## src/rtl/alu_arbiter.sv

```systemverilog
// Two-requester round-robin front end for a single shared, registered ALU.
// Each legal operation takes a four-cycle IDLE/EXEC/CAPT/RESP round trip; op 7 is answered at once.
module alu_arbiter #(
   parameter int unsigned FIRST = 0
) (
   input  logic        clk,
   input  logic        reset,
   input  logic        req0,
   input  logic        req1,
   input  logic [31:0] a0,
   input  logic [31:0] b0,
   input  logic [31:0] a1,
   input  logic [31:0] b1,
   input  logic [2:0]  op0,
   input  logic [2:0]  op1,
   output logic [31:0] alu_in1,
   output logic [31:0] alu_in2,
   output logic [2:0]  alu_op,
   input  logic [31:0] alu_out,
   input  logic        alu_zero,
   output logic [31:0] result,
   output logic        zero,
   output logic        err,
   output logic        done0,
   output logic        done1,
   output logic        busy
);

   typedef enum logic [1:0] {StIdle, StExec, StCapt, StResp} state_e;

   localparam logic       LastRst = (FIRST == 0) ? 1'b1 : 1'b0;
   localparam logic [2:0] OpIllegal = 3'd7;

   state_e      state_q, state_d;
   logic [31:0] in1_q, in1_d, in2_q, in2_d;
   logic [2:0]  op_q, op_d;
   logic [31:0] result_q, result_d;
   logic        zero_q, zero_d;
   logic        err_q, err_d;
   logic        done0_q, done0_d;
   logic        done1_q, done1_d;
   logic        busy_q, busy_d;
   logic        owner_q, owner_d;
   logic        last_q, last_d;

   logic        grant;
   logic [31:0] sel_a, sel_b;
   logic [2:0]  sel_op;

   // Contested requests go to whoever was not served last; otherwise to the sole requester.
   always_comb begin
      if (req0 && req1) begin
         grant = ~last_q;
      end else begin
         grant = req1;
      end
      sel_a  = grant ? a1 : a0;
      sel_b  = grant ? b1 : b0;
      sel_op = grant ? op1 : op0;
   end

   always_comb begin
      state_d  = state_q;
      in1_d    = in1_q;
      in2_d    = in2_q;
      op_d     = op_q;
      result_d = result_q;
      zero_d   = zero_q;
      err_d    = err_q;
      done0_d  = 1'b0;
      done1_d  = 1'b0;
      owner_d  = owner_q;
      last_d   = last_q;

      unique case (state_q)
         StIdle: begin
            if (req0 || req1) begin
               owner_d = grant;
               if (sel_op == OpIllegal) begin
                  // ALU registers are left alone; the requester is answered immediately.
                  result_d = 32'd0;
                  zero_d   = 1'b0;
                  err_d    = 1'b1;
                  done0_d  = ~grant;
                  done1_d  = grant;
                  state_d  = StResp;
               end else begin
                  in1_d   = sel_a;
                  in2_d   = sel_b;
                  op_d    = sel_op;
                  state_d = StExec;
               end
            end
         end
         StExec: begin
            state_d = StCapt;
         end
         StCapt: begin
            result_d = alu_out;
            zero_d   = alu_zero;
            err_d    = 1'b0;
            done0_d  = ~owner_q;
            done1_d  = owner_q;
            last_d   = owner_q;
            state_d  = StResp;
         end
         StResp: begin
            state_d = StIdle;
         end
         default: begin
            state_d = StIdle;
         end
      endcase

      busy_d = (state_d != StIdle);
   end

   always_ff @(posedge clk) begin
      if (reset) begin
         state_q  <= StIdle;
         in1_q    <= 32'd0;
         in2_q    <= 32'd0;
         op_q     <= 3'd0;
         result_q <= 32'd0;
         zero_q   <= 1'b0;
         err_q    <= 1'b0;
         done0_q  <= 1'b0;
         done1_q  <= 1'b0;
         busy_q   <= 1'b0;
         owner_q  <= 1'b0;
         last_q   <= LastRst;
      end else begin
         state_q  <= state_d;
         in1_q    <= in1_d;
         in2_q    <= in2_d;
         op_q     <= op_d;
         result_q <= result_d;
         zero_q   <= zero_d;
         err_q    <= err_d;
         done0_q  <= done0_d;
         done1_q  <= done1_d;
         busy_q   <= busy_d;
         owner_q  <= owner_d;
         last_q   <= last_d;
      end
   end

   assign alu_in1 = in1_q;
   assign alu_in2 = in2_q;
   assign alu_op  = op_q;
   assign result  = result_q;
   assign zero    = zero_q;
   assign err     = err_q;
   assign done0   = done0_q;
   assign done1   = done1_q;
   assign busy    = busy_q;

endmodule

```

## config.mk

```make
export PLATFORM = sky130hd
export DESIGN_NAME = alu_arbiter
export DESIGN_NICKNAME = d
export VERILOG_FILES = /design/src/rtl/alu_arbiter.sv
export SDC_FILE = /design/constraint.sdc
export NUM_CORES = 1
export LEC_CHECK = 0
export ABC_AREA = 1
export CAP_MARGIN = 20
export CORE_UTILIZATION = 41
export CTS_CLUSTER_DIAMETER = 40
export CTS_CLUSTER_SIZE = 20
export DETAILED_ROUTE_END_ITERATION = 8
export PLACE_DENSITY_LB_ADDON = 0.2
export RECOVER_POWER = 100
export SETUP_SLACK_MARGIN = 0.05
export SYNTH_ARGS = -nofsm -noshare
export SYNTH_HDL_FRONTEND = slang
export SYNTH_SLANG_ARGS = --single-unit
```

## constraint.sdc

```tcl
create_clock -name clk -period 2.55 [get_ports clk]
set_input_delay 0.6375 -clock clk [delete_from_list [all_inputs] [get_ports clk]]
set_output_delay 0.6375 -clock clk [all_outputs]
set_load 0.1 [all_outputs]
```

==> impl_results.md, run 1 <==
- Layout cells sized above 1: 0.0418
- DR pass1 iterations: 5
- Critical Path AT: 1.60 ns
- Synthesized flop and latch total: 108
- Worst skew pair latency: 0.34 ns
- Synth cell types: 21
- RR Startpoint: state_q[0]
- Die Ht: roughly 110 µm
- Static Leak: 3.04 nW
- Worst-path clk slew: ~0.070 ns
- Net Count, Synth: 877
- Power Density: about 1200 nW/µm²
- DRC violations left: 0
- Die area: 12,000 µm²
- RSZ-0062 raised after global routing: false
- Critical Path End Type: primary output
- Worst Hold Class: register to register
- Layout area overhead: 51.1%
- Post-placement cell area: 7250 µm²
- Final hold slack: 0.461 ns
- Routed wire per std cell: 13.2 µm
- Period minus WS final: 2.24 ns
- Core footprint: 11,100 µm²
- # Post-CTS Setup Buffers: 0
- Fill count: 1,129
- Setup Skew: 0.00718 ns
- Storage cell area: 2160 µm²
- Hold path start: result[14]
- TritonCTS clock tree: yes
- Syn Area/Cell: 6.74 µm²
- Met2 Wirelength: 7060 µm
- Top layer used by detailed routing: met4
- Fin. Hold Viols: 0
- Worst slew margin: 0.173
- Via count: about 5,200
- Area of the multi-input gates: 2250 µm²
- I/O Pins: 275
- Num Clock Sinks: 108
- Layout Utilization: 0.647
- Largest stage delay, worst path: about 0.89 ns
- Synthesized area: around 4700 µm²
- Crit path max fanout: 2
- Overall routed net length: 14,400 µm
- Crit. Startpoint: alu_in2[6]
- Max-Cap Viols: 0
- Vias per cell: around 4.8
- Critical path required time: 1.91 ns
- Vias in the first global route: 4,782
- Synth Warn #: 0
- Worst path top cell family by delay: buffers and inverters
- Post-synthesis sequential area ratio: 0.456
- R2R depth: 9
- CTS max path bufs: 2
- Fmax: 0.447 GHz
- M1 WL: 5570 µm
- Hold Path Stages: 2
- Post-Syn Instances: 704
- WHS Endpoint: result[14]
- Pins over their slew limit: 0
- Final Cell Area: about 7200 µm²
- Met3 wire length: 1360 µm
- GRT Overall Usage: 0.232
- Drt initial violations: roughly 190
- Port bufs: 274
- Depth of the CTS H-tree: 3
- Worst Max-Slew Pin Slew: 1.25 ns
- Critical path class: register to primary output
- Period utilization: 0.878
- CTS resizes: 0
- Row cnt: 38
- Root Driver: clkbuf_16
- RePlAce Congestion: 0.793
- Antenna Cells: 0
- Fin cells: 1,096
- Total global routing overflow: 0
- Worst vdd ir: 0.658 mV
- Num CTS Buffers: 9
- CTS Hold Bufs: 0
- First-pass GRT wire length: ~22,000 µm
- Most frequent cells in the layout: 239 x nand2_1, 169 x clkdlybuf4s50_1, 143 x nor2_1
- Status: finished, final reports clean
- Die W: ~110 µm
- Buf/Inv on CP: 1
- Nets: 1,124
- Pin count of the biggest net entering global routing: 67
- Final setup vio count: 0
- Worst-path cell chain: clkbuf_1
- R2r setup slk: approximately 0.70 ns
- Placed cells: 1,080
- R2R Path End: alu_in1[25]
- Antenna violations before repair: 0
- Post-route ant nets: 0
- Post-DP HPWL: 10,500 µm
- Most common cell after layout, fill and taps aside: nand2_1
- Starting density of the core: 0.428
- Final TNS setup: 0 ns
- CP Launch Type: register
- Slowest library cell on the worst path: clkbuf_1
==> area by class of cell <==
cell class | instances | area share
Inverter | 10 | 0.00524
Tap cell | 140 | 0.0244
Multi-Input combinational cell | 536 | 0.313
Timing Repair Buffer | 286 | 0.312
Sequential cell | 108 | 0.302
Clock inverter | 5 | 0.00838
Clock buffer | 11 | 0.0353
==> sequential cells by signal, summed over array words and instances (netlist names) <==
signal and count:
alu_in1 32, owner_q 1, busy 1, last_q 1, done0 1, done1 1, result 32, alu_in2 32
alu_op 3, zero 1, err 1, state_q 2
==> worst max path at each step <==
stage | end | cells past startpoint
after floorplan | result[10] | 11
after global placement | alu_in2[25] | 12
after detailed placement | alu_in1[25] | 12
after CTS | alu_in1[25] | 12
after global routing | alu_in1[24] | 11
final | alu_in2[6] | 1
==> routing by layer <==
layer	GRT usage	vias up
met5	0	-
met1	0.246	2299
met4	0.113	0
met3	0.0652	33
met2	0.422	197
li1	-	2714
==> Yosys cell counts (all sizes together) <==
cell type,count,area share
o21ai,68,0.072
nand2,244,0.20
nor3,1,0.0011
dfxtp,108,0.46
o211ai,1,0.0016
ha,2,0.0053
a21oi,37,0.039
buf,32,0.047
o21a,1,0.0016
nand4,1,0.0026
nor2,143,0.11
inv,10,0.0079
nand3,38,0.041
clkbuf,18,0.014
==> logic make-up after synthesis <==
family | Yosys count | synth area share
AND/OR/NAND/NOR | 427 | 0.356
buffers and inverters | 60 | 0.0688
flip-flops | 108 | 0.456
adder cells (fa/ha/maj) | 2 | 0.00527
AO/OA/AOI/OAI | 107 | 0.114
==> stage by stage <==
stage,setup WS (ns),total power [mW]
4_1_cts,0.476,8.71
2_1_floorplan,0.869,6.15
3_3_place_gp,0.186,7.24
6_report,0.312,8.33
3_5_place_dp,0.116,7.28
5_1_grt,0.192,8.77
==> report_power, final <==
| part | internal, mW | switching, mW | total, mW | leakage (nW) |
|---|---|---|---|---|
| clock network | 0.817 | 0.606 | 1.42 | 0.152 |
| logic | 0.848 | 3.81 | 4.66 | 2.00 |
| registers | 2.07 | 0.179 | 2.25 | 0.889 |
| total | 3.73 | 4.59 | 8.33 | 3.04 |
No activity file was read; power rests on OpenSTA's default activity.
==> run 2: changes to the inputs <==
- CAP_MARGIN: 20 -> default
- CTS_CLUSTER_SIZE: 20 -> 12
- PLACE_DENSITY_LB_ADDON: 0.2 -> 0.1
==> run 2 against run 1 <==
Clock power down 3%. Critical path depth up 7. Count of clock-buffer cells in the layout down 2. Combinational power down 2%. Clock skew up 0.0017 ns. Core utilization down 0.51 points. Largest cell class unchanged.
==> impl_results.md, run 2 (same netlist as run 1, synthesis figures left out) <==
- Status: finished, final reports clean (unchanged)
- CTS Hold Bufs: 0 (unchanged)
- Combinational share of power: 0.558 (was 0.559)
- Antenna violations before repair: 0 (unchanged)
- Post-placement cell area: 7240 µm² (was 7250 µm²)
- Fin cells: 1,097 (was 1,096)
- Worst vdd ir: 0.611 mV (was 0.658 mV)
- Port bufs: 274 (unchanged)
- Row cnt: 38 (unchanged)
- Crit path max fanout: 66 (was 2)
- Die W: 110 µm (unchanged)
- CTS resizes: 0 (unchanged)
- Fill count: 1,121 (was 1,129)
- Die area: 12,000 µm² (unchanged)
- Switching power: 4.57 mW (was 4.59 mW)
- Via count: 5,312 (was 5,243)
- Final TNS setup: 0 ns (unchanged)
- Nets: 1,125 (was 1,124)
- Setup Skew: 0.00886 ns (was 0.00718 ns)
- Most frequent cells in the layout: 239 x nand2_1, 169 x clkdlybuf4s50_1, 143 x nor2_1 (unchanged)
- Post-route ant nets: 0 (unchanged)
- Die Ht: 110 µm (unchanged)
- Drt initial violations: 297 (was 192)
- Vias in the first global route: 4,936 (was 4,782)
- Flop pwr share: 0.274 (was 0.270)
- CP Launch Type: primary input (was register)
- Fmax: 0.451 GHz (was 0.447 GHz)
- Layout cells sized above 1: 0.0387 (was 0.0418)
- Worst skew pair latency: 0.33 ns (was 0.34 ns)
- Max-Cap Viols: 0 (unchanged)
- Root Driver: clkbuf_16 (unchanged)
- GRT Overall Usage: 0.236 (was 0.232)
- Vias per cell: 4.84 (was 4.78)
- Num CTS Buffers: 9 (unchanged)
- Total global routing overflow: 0 (unchanged)
- Post-DP HPWL: 10,900 µm (was 10,500 µm)
- Sw Ratio: 0.557 (was 0.552)
- DR pass1 iterations: 5 (unchanged)
- Final setup vio count: 0 (unchanged)
- Routed wire per std cell: 13.4 µm (was 13.2 µm)
- Layout Utilization: 0.642 (was 0.647)
- Period minus WS final: 2.22 ns (was 2.24 ns)
- Final Cell Area: 7110 µm² (was 7170 µm²)
- Critical Path End Type: register (was primary output)
- Critical path class: primary input to register (was register to primary output)
- Worst slew margin: 0.181 (was 0.173)
- Clk pwr share: 0.168 (was 0.171)
- Antenna Cells: 0 (unchanged)
- # Post-CTS Setup Buffers: 0 (unchanged)
- Worst Hold Class: register to register (unchanged)
- Fin. Hold Viols: 0 (unchanged)
- Depth of the CTS H-tree: 3 (unchanged)
- Core footprint: 11,100 µm² (unchanged)
- TritonCTS clock tree: yes (unchanged)
- Power Density: 1150 nW/µm² (was 1160 nW/µm²)
- Storage cell area: 2160 µm² (unchanged)
- P_int: 3.64 mW (was 3.73 mW)
- First-pass GRT wire length: 22,300 µm (was 21,700 µm)
- Layout area overhead: 49.9% (was 51.1%)
- Placed cells: 1,081 (was 1,080)
- Tot Pwr: 8.21 mW (was 8.33 mW)
- Critical path required time: 2.81 ns (was 1.91 ns)
- Period utilization: 0.869 (was 0.878)
- Most common cell after layout, fill and taps aside: nand2_1 (unchanged)
- Worst Max-Slew Pin Slew: 1.23 ns (was 1.25 ns)
- I/O Pins: 275 (unchanged)
- Static Leak: 3.02 nW (was 3.04 nW)
- DRC violations left: 0 (unchanged)
- Pins over their slew limit: 0 (unchanged)
- RePlAce Congestion: 0.780 (was 0.793)
- Area of the multi-input gates: 2240 µm² (was 2250 µm²)
- CTS max path bufs: 2 (unchanged)
- Overall routed net length: 14,700 µm (was 14,400 µm)
- RSZ-0062 raised after global routing: false (unchanged)
- Num Clock Sinks: 108 (unchanged)
- Pin count of the biggest net entering global routing: 67 (unchanged)
- Starting density of the core: 0.428 (unchanged)
- Worst-path clk slew: 0.07 ns (about the same)
- Critical Path AT: 2.48 ns (was 1.60 ns)
==> run 2: final timing paths <==
| check | cells past startpoint | endpoint | from | slack [ns] |
|---|---|---|---|---|
| worst max-delay path | 8 | alu_in2[27] | req1 | 0.33 |
| worst min-delay path | 2 | result[19] | result[19] | 0.46 |
| worst min register to register | 2 | result[19] | result[19] | 0.46 |
| worst max register to register | 9 | alu_in2[3] | state_q[0] | 0.81 |
==> run 2: area by class of cell <==
class | instances | share of cell area
Multi-Input combinational cell | 536 | 0.315
Clock buffer | 9 | 0.0317
Inverter | 10 | 0.00528
Sequential cell | 108 | 0.304
Timing Repair Buffer | 287 | 0.310
Tap cell | 140 | 0.0246
Clock inverter | 7 | 0.0104
==> run 2: power by group through the flow <==
stage	Combinational (mW)	Sequential (mW)	Clock [mW]
2_1_floorplan	1.31	4.85	0
3_3_place_gp	4.89	2.28	0
3_5_place_dp	4.95	2.29	0
4_1_cts	4.96	2.26	1.42
5_1_grt	4.86	2.29	1.49
6_report	4.59	2.25	1.38
==> run 2: metrics by stage <==
step / hold slack, ns / worst slack [ns]
global route: 0.482 / 0.135
global placement: 0.449 / 0.244
floorplan: 0.449 / 0.869
detailed placement: 0.454 / 0.126
CTS: 0.465 / 0.493
finish: 0.462 / 0.334
==> run 2: metal layers <==
layer  global-route usage  wire, µm
met3               0.0682      1280
met5                    0         0
met1                0.247      5600
met4               0.0905       345
met2                0.442      7450
==> run 2: worst max-delay path, cell delays in order <==
cell and delay, ns:
dlygate4sd3_1 0.61, nand2_2 0.12, inv_1 0.08, clkbuf_4 0.57
nand2_1 0.10, nand2_1 0.09, o21ai_0 0.11, nor2_1 0.13
==> run 3: changes to the inputs <==
--- a/config.mk
+++ b/config.mk
@@ -7,5 +7,5 @@
 export LEC_CHECK = 0
 export ABC_AREA = 1
-export CORE_UTILIZATION = 41
+export CORE_UTILIZATION = 35
 export CTS_CLUSTER_DIAMETER = 40
 export CTS_CLUSTER_SIZE = 12
@@ -14,4 +14,5 @@
 export RECOVER_POWER = 100
 export SETUP_SLACK_MARGIN = 0.05
+export SKIP_CTS_REPAIR_TIMING = 1
 export SYNTH_ARGS = -nofsm -noshare
 export SYNTH_HDL_FRONTEND = slang
==> constraint.sdc (replaced) <==
create_clock -name clk -period 1.9 [get_ports clk]
set_input_delay 0.475 -clock clk [delete_from_list [all_inputs] [get_ports clk]]
set_output_delay 0.475 -clock clk [all_outputs]
set_load 0.02 [all_outputs]
==> run 3 against run 2 <==
Clock power up 27%. Final area rose by 13%. Flip-flop and latch count unchanged. Combinational power shrank 8.9%. Sequential share of layout area is 3.5 points lower. Count of clock-buffer cells in the layout up 1. Wire length increased by 3.1%. Clock skew down 0.0034 ns. First-iteration DRC count down 9.1%. Register-to-register slack got worse by 0.48 ns. Critical endpoint is now alu_op[1].
==> impl_results.md, run 3 (same netlist as run 1, synthesis figures left out) <==
- Status: finished, final reports clean (unchanged)
- Worst path top cell family by delay: buffers and inverters (unchanged)
- Met1 Track Usage GR: 0.236 (was 0.247)
- Static Leak: 3.44 nW (was 3.02 nW)
- Nets: 1,136 (was 1,125)
- Worst Hold Class: register to register (unchanged)
- Tot Pwr: 8.95 mW (was 8.21 mW)
- DRC violations left: 0 (unchanged)
- Worst-path clk slew: 0.07 ns (about the same)
- Buf/Inv on CP: 1 (was 3)
- Most frequent cells in the layout: 236 x nand2_1, 236 x clkdlybuf4s50_1, 138 x nor2_1 (was 239 x nand2_1, 169 x clkdlybuf4s50_1, 143 x nor2_1)
- Antenna violations before repair: 1 (was 0)
- GR Layer Usage met2: 0.375 (was 0.442)
- Routing usage on met3: 0.0627 (was 0.0682)
- Slowest library cell on the worst path: dlygate4sd3_1 (unchanged)
- Worst Max-Slew Pin Slew: 0.373 ns (was 1.23 ns)
- Worst slew margin: 0.751 (was 0.181)
- Fmax: 0.546 GHz
- CTS max path bufs: 2 (unchanged)
- Worst vdd ir: 0.471 mV (was 0.611 mV)
- Critical path required time: 1.42 ns (was 2.81 ns)
- Vias per cell: 4.66 (was 4.84)
- CP Launch Type: register (was primary input)
- Post-DP HPWL: 10,800 µm (was 10,900 µm)
- Sw Ratio: 0.382 (was 0.557)
- Row cnt: 42 (was 38)
- Crit path max fanout: 2 (was 66)
- Final hold slack: 0.458 ns (was 0.462 ns)
- First-pass GRT wire length: 24,200 µm (was 22,300 µm)
- Num CTS Buffers: 9 (unchanged)
- Fin. Hold Viols: 0 (unchanged)
- I/O Pins: 275 (unchanged)
- Clk pwr share: 0.195 (was 0.168)
- Root Driver: clkbuf_16 (unchanged)
- Final setup vio count: 0 (unchanged)
- Flop pwr share: 0.337 (was 0.274)
- Die area: 14,000 µm² (was 12,000 µm²)
- Port bufs: 274 (unchanged)
- Core footprint: 13,200 µm² (was 11,100 µm²)
- R2r setup slk: 0.33 ns (was 0.81 ns)
- Worst-path cell chain: dlygate4sd3_1 (was dlygate4sd3_1 -> nand2_2 -> inv_1 -> clkbuf_4 -> nand2_1 -> nand2_1 -> o21ai_0 -> nor2_1)
- Num Clock Sinks: 108 (unchanged)
- Layout area overhead: 69.3% (was 49.9%)
- Switching power: 3.42 mW (was 4.57 mW)
- TritonCTS clock tree: yes (unchanged)
- Starting density of the core: 0.358 (was 0.428)
- GRT Overall Usage: 0.212 (was 0.236)
- Overall routed net length: 15,100 µm (was 14,700 µm)
- Max-Cap Viols: 0 (unchanged)
- P_int: 5.53 mW (was 3.64 mW)
- Period utilization: 0.965
- Pin count of the biggest net entering global routing: 48 (was 67)
- Via count: 5,330 (was 5,312)
- Critical Path End Type: primary output (was register)
- Routed wire per std cell: 13.2 µm (was 13.4 µm)
- Combinational share of power: 0.467 (was 0.558)
- Critical path class: register to primary output (was primary input to register)
- Power Density: 1110 nW/µm² (was 1150 nW/µm²)
- Setup Skew: 0.00545 ns (was 0.00886 ns)
- Fill count: 1,223 (was 1,121)
- Top Usage Layer GRT: met2 (unchanged)
- Total global routing overflow: 0 (unchanged)
- Pins over their slew limit: 0 (unchanged)
- RSZ-0062 raised after global routing: true (was false)
- Die W: 118 µm (was 110 µm)
- Critical Path AT: 1.36 ns (was 2.48 ns)
- Vias in the first global route: 5,111 (was 4,936)
- Post-route ant nets: 0 (unchanged)
- Worst skew pair latency: 0.34 ns (was 0.33 ns)
- RePlAce Congestion: 0.804 (was 0.780)
- Drt initial violations: 270 (was 297)
- Layout cells sized above 1: 0.0600 (was 0.0387)
- Largest stage delay, worst path: 0.70 ns (was 0.61 ns)
- DR pass1 iterations: 4 (was 5)
- Depth of the CTS H-tree: 3 (unchanged)
- Period minus WS final: approximately 1.8 ns
- Die Ht: 118 µm (was 110 µm)
==> run 3: changes by cell type in the layout (fill, tap and decap cells not counted), moves of 3 or more <==
cell             previous run  this run
clkbuf_1                  102         0
clkdlybuf4s50_1           169       236
o21ai_0                    64        15
o21ai_1                     4        52
dlygate4sd3_1               1        37
buf_12                      1         7
nor2_1                    143       138
nor2_2                      0         5
buf_6                       0         4
buf_4                      10        13
clkbuf_2                    3         0
nand2_1                   239       236
==> run 3: power by group through the flow <==
| stage | Combinational (mW) | Clock, mW | Sequential, mW |
|---|---|---|---|
| 3_3_place_gp | 4.04 | 0 | 3.05 |
| 2_1_floorplan | 1.75 | 0 | 3.65 |
| 5_1_grt | 4.58 | 1.91 | 3.08 |
| 3_5_place_dp | 4.09 | 0 | 3.08 |
| 4_1_cts | 4.10 | 1.81 | 3.03 |
| 6_report | 4.18 | 1.75 | 3.02 |
==> run 3: worst paths after layout <==
path,startpoint,end,cells past startpoint
setup / recovery,alu_op[1],alu_op[1],1
setup reg to reg,state_q[0],alu_in1[7],8
hold reg to reg,result[18],result[18],2
hold / removal,result[18],result[18],2
==> run 3: layout make-up <==
class,instances,area [µm²],area share
antenna,1,2.50,0.000312
clock inverter,5,37.5,0.00467
clock buffer,10,239,0.0298
timing repair buffer,298,3030,0.377
inverter,10,45.0,0.00561
sequential,108,2160,0.269
tap,176,220,0.0274
multi-input combinational,536,2300,0.286
==> run 3: metal layers <==
metal	routed length [µm]	part of all wire
met2	7320	0.48
met5	0	0
met3	1200	0.079
met4	416	0.027
met1	6200	0.41
==> run 3: worst reg2reg max path: stages (launching register included) <==
cell     delay, ns
dfxtp_1       0.30
inv_1         0.09
ha_1          0.17
inv_1         0.08
nor2_1        0.25
nand2_4       0.15
buf_12        0.19
o21ai_0       0.16
nor2_1        0.06
==> run 3: stage by stage <==
step | cells | setup WS, ns | TNS (ns) | area [µm²] | utilization
after floorplan | 704 | 0.350 | 0 | 4740 | -
after detailed placement | 1125 | -0.315 | -25.19 | 7660 | 0.579
after global placement | 1125 | -0.240 | -19.37 | 7660 | 0.579
after global routing | 1143 | 0.00673 | 0 | 8030 | 0.606
final | 1144 | 0.0673 | 0 | 8030 | 0.606
after CTS | 1140 | 0.0390 | 0 | 7940 | 0.600
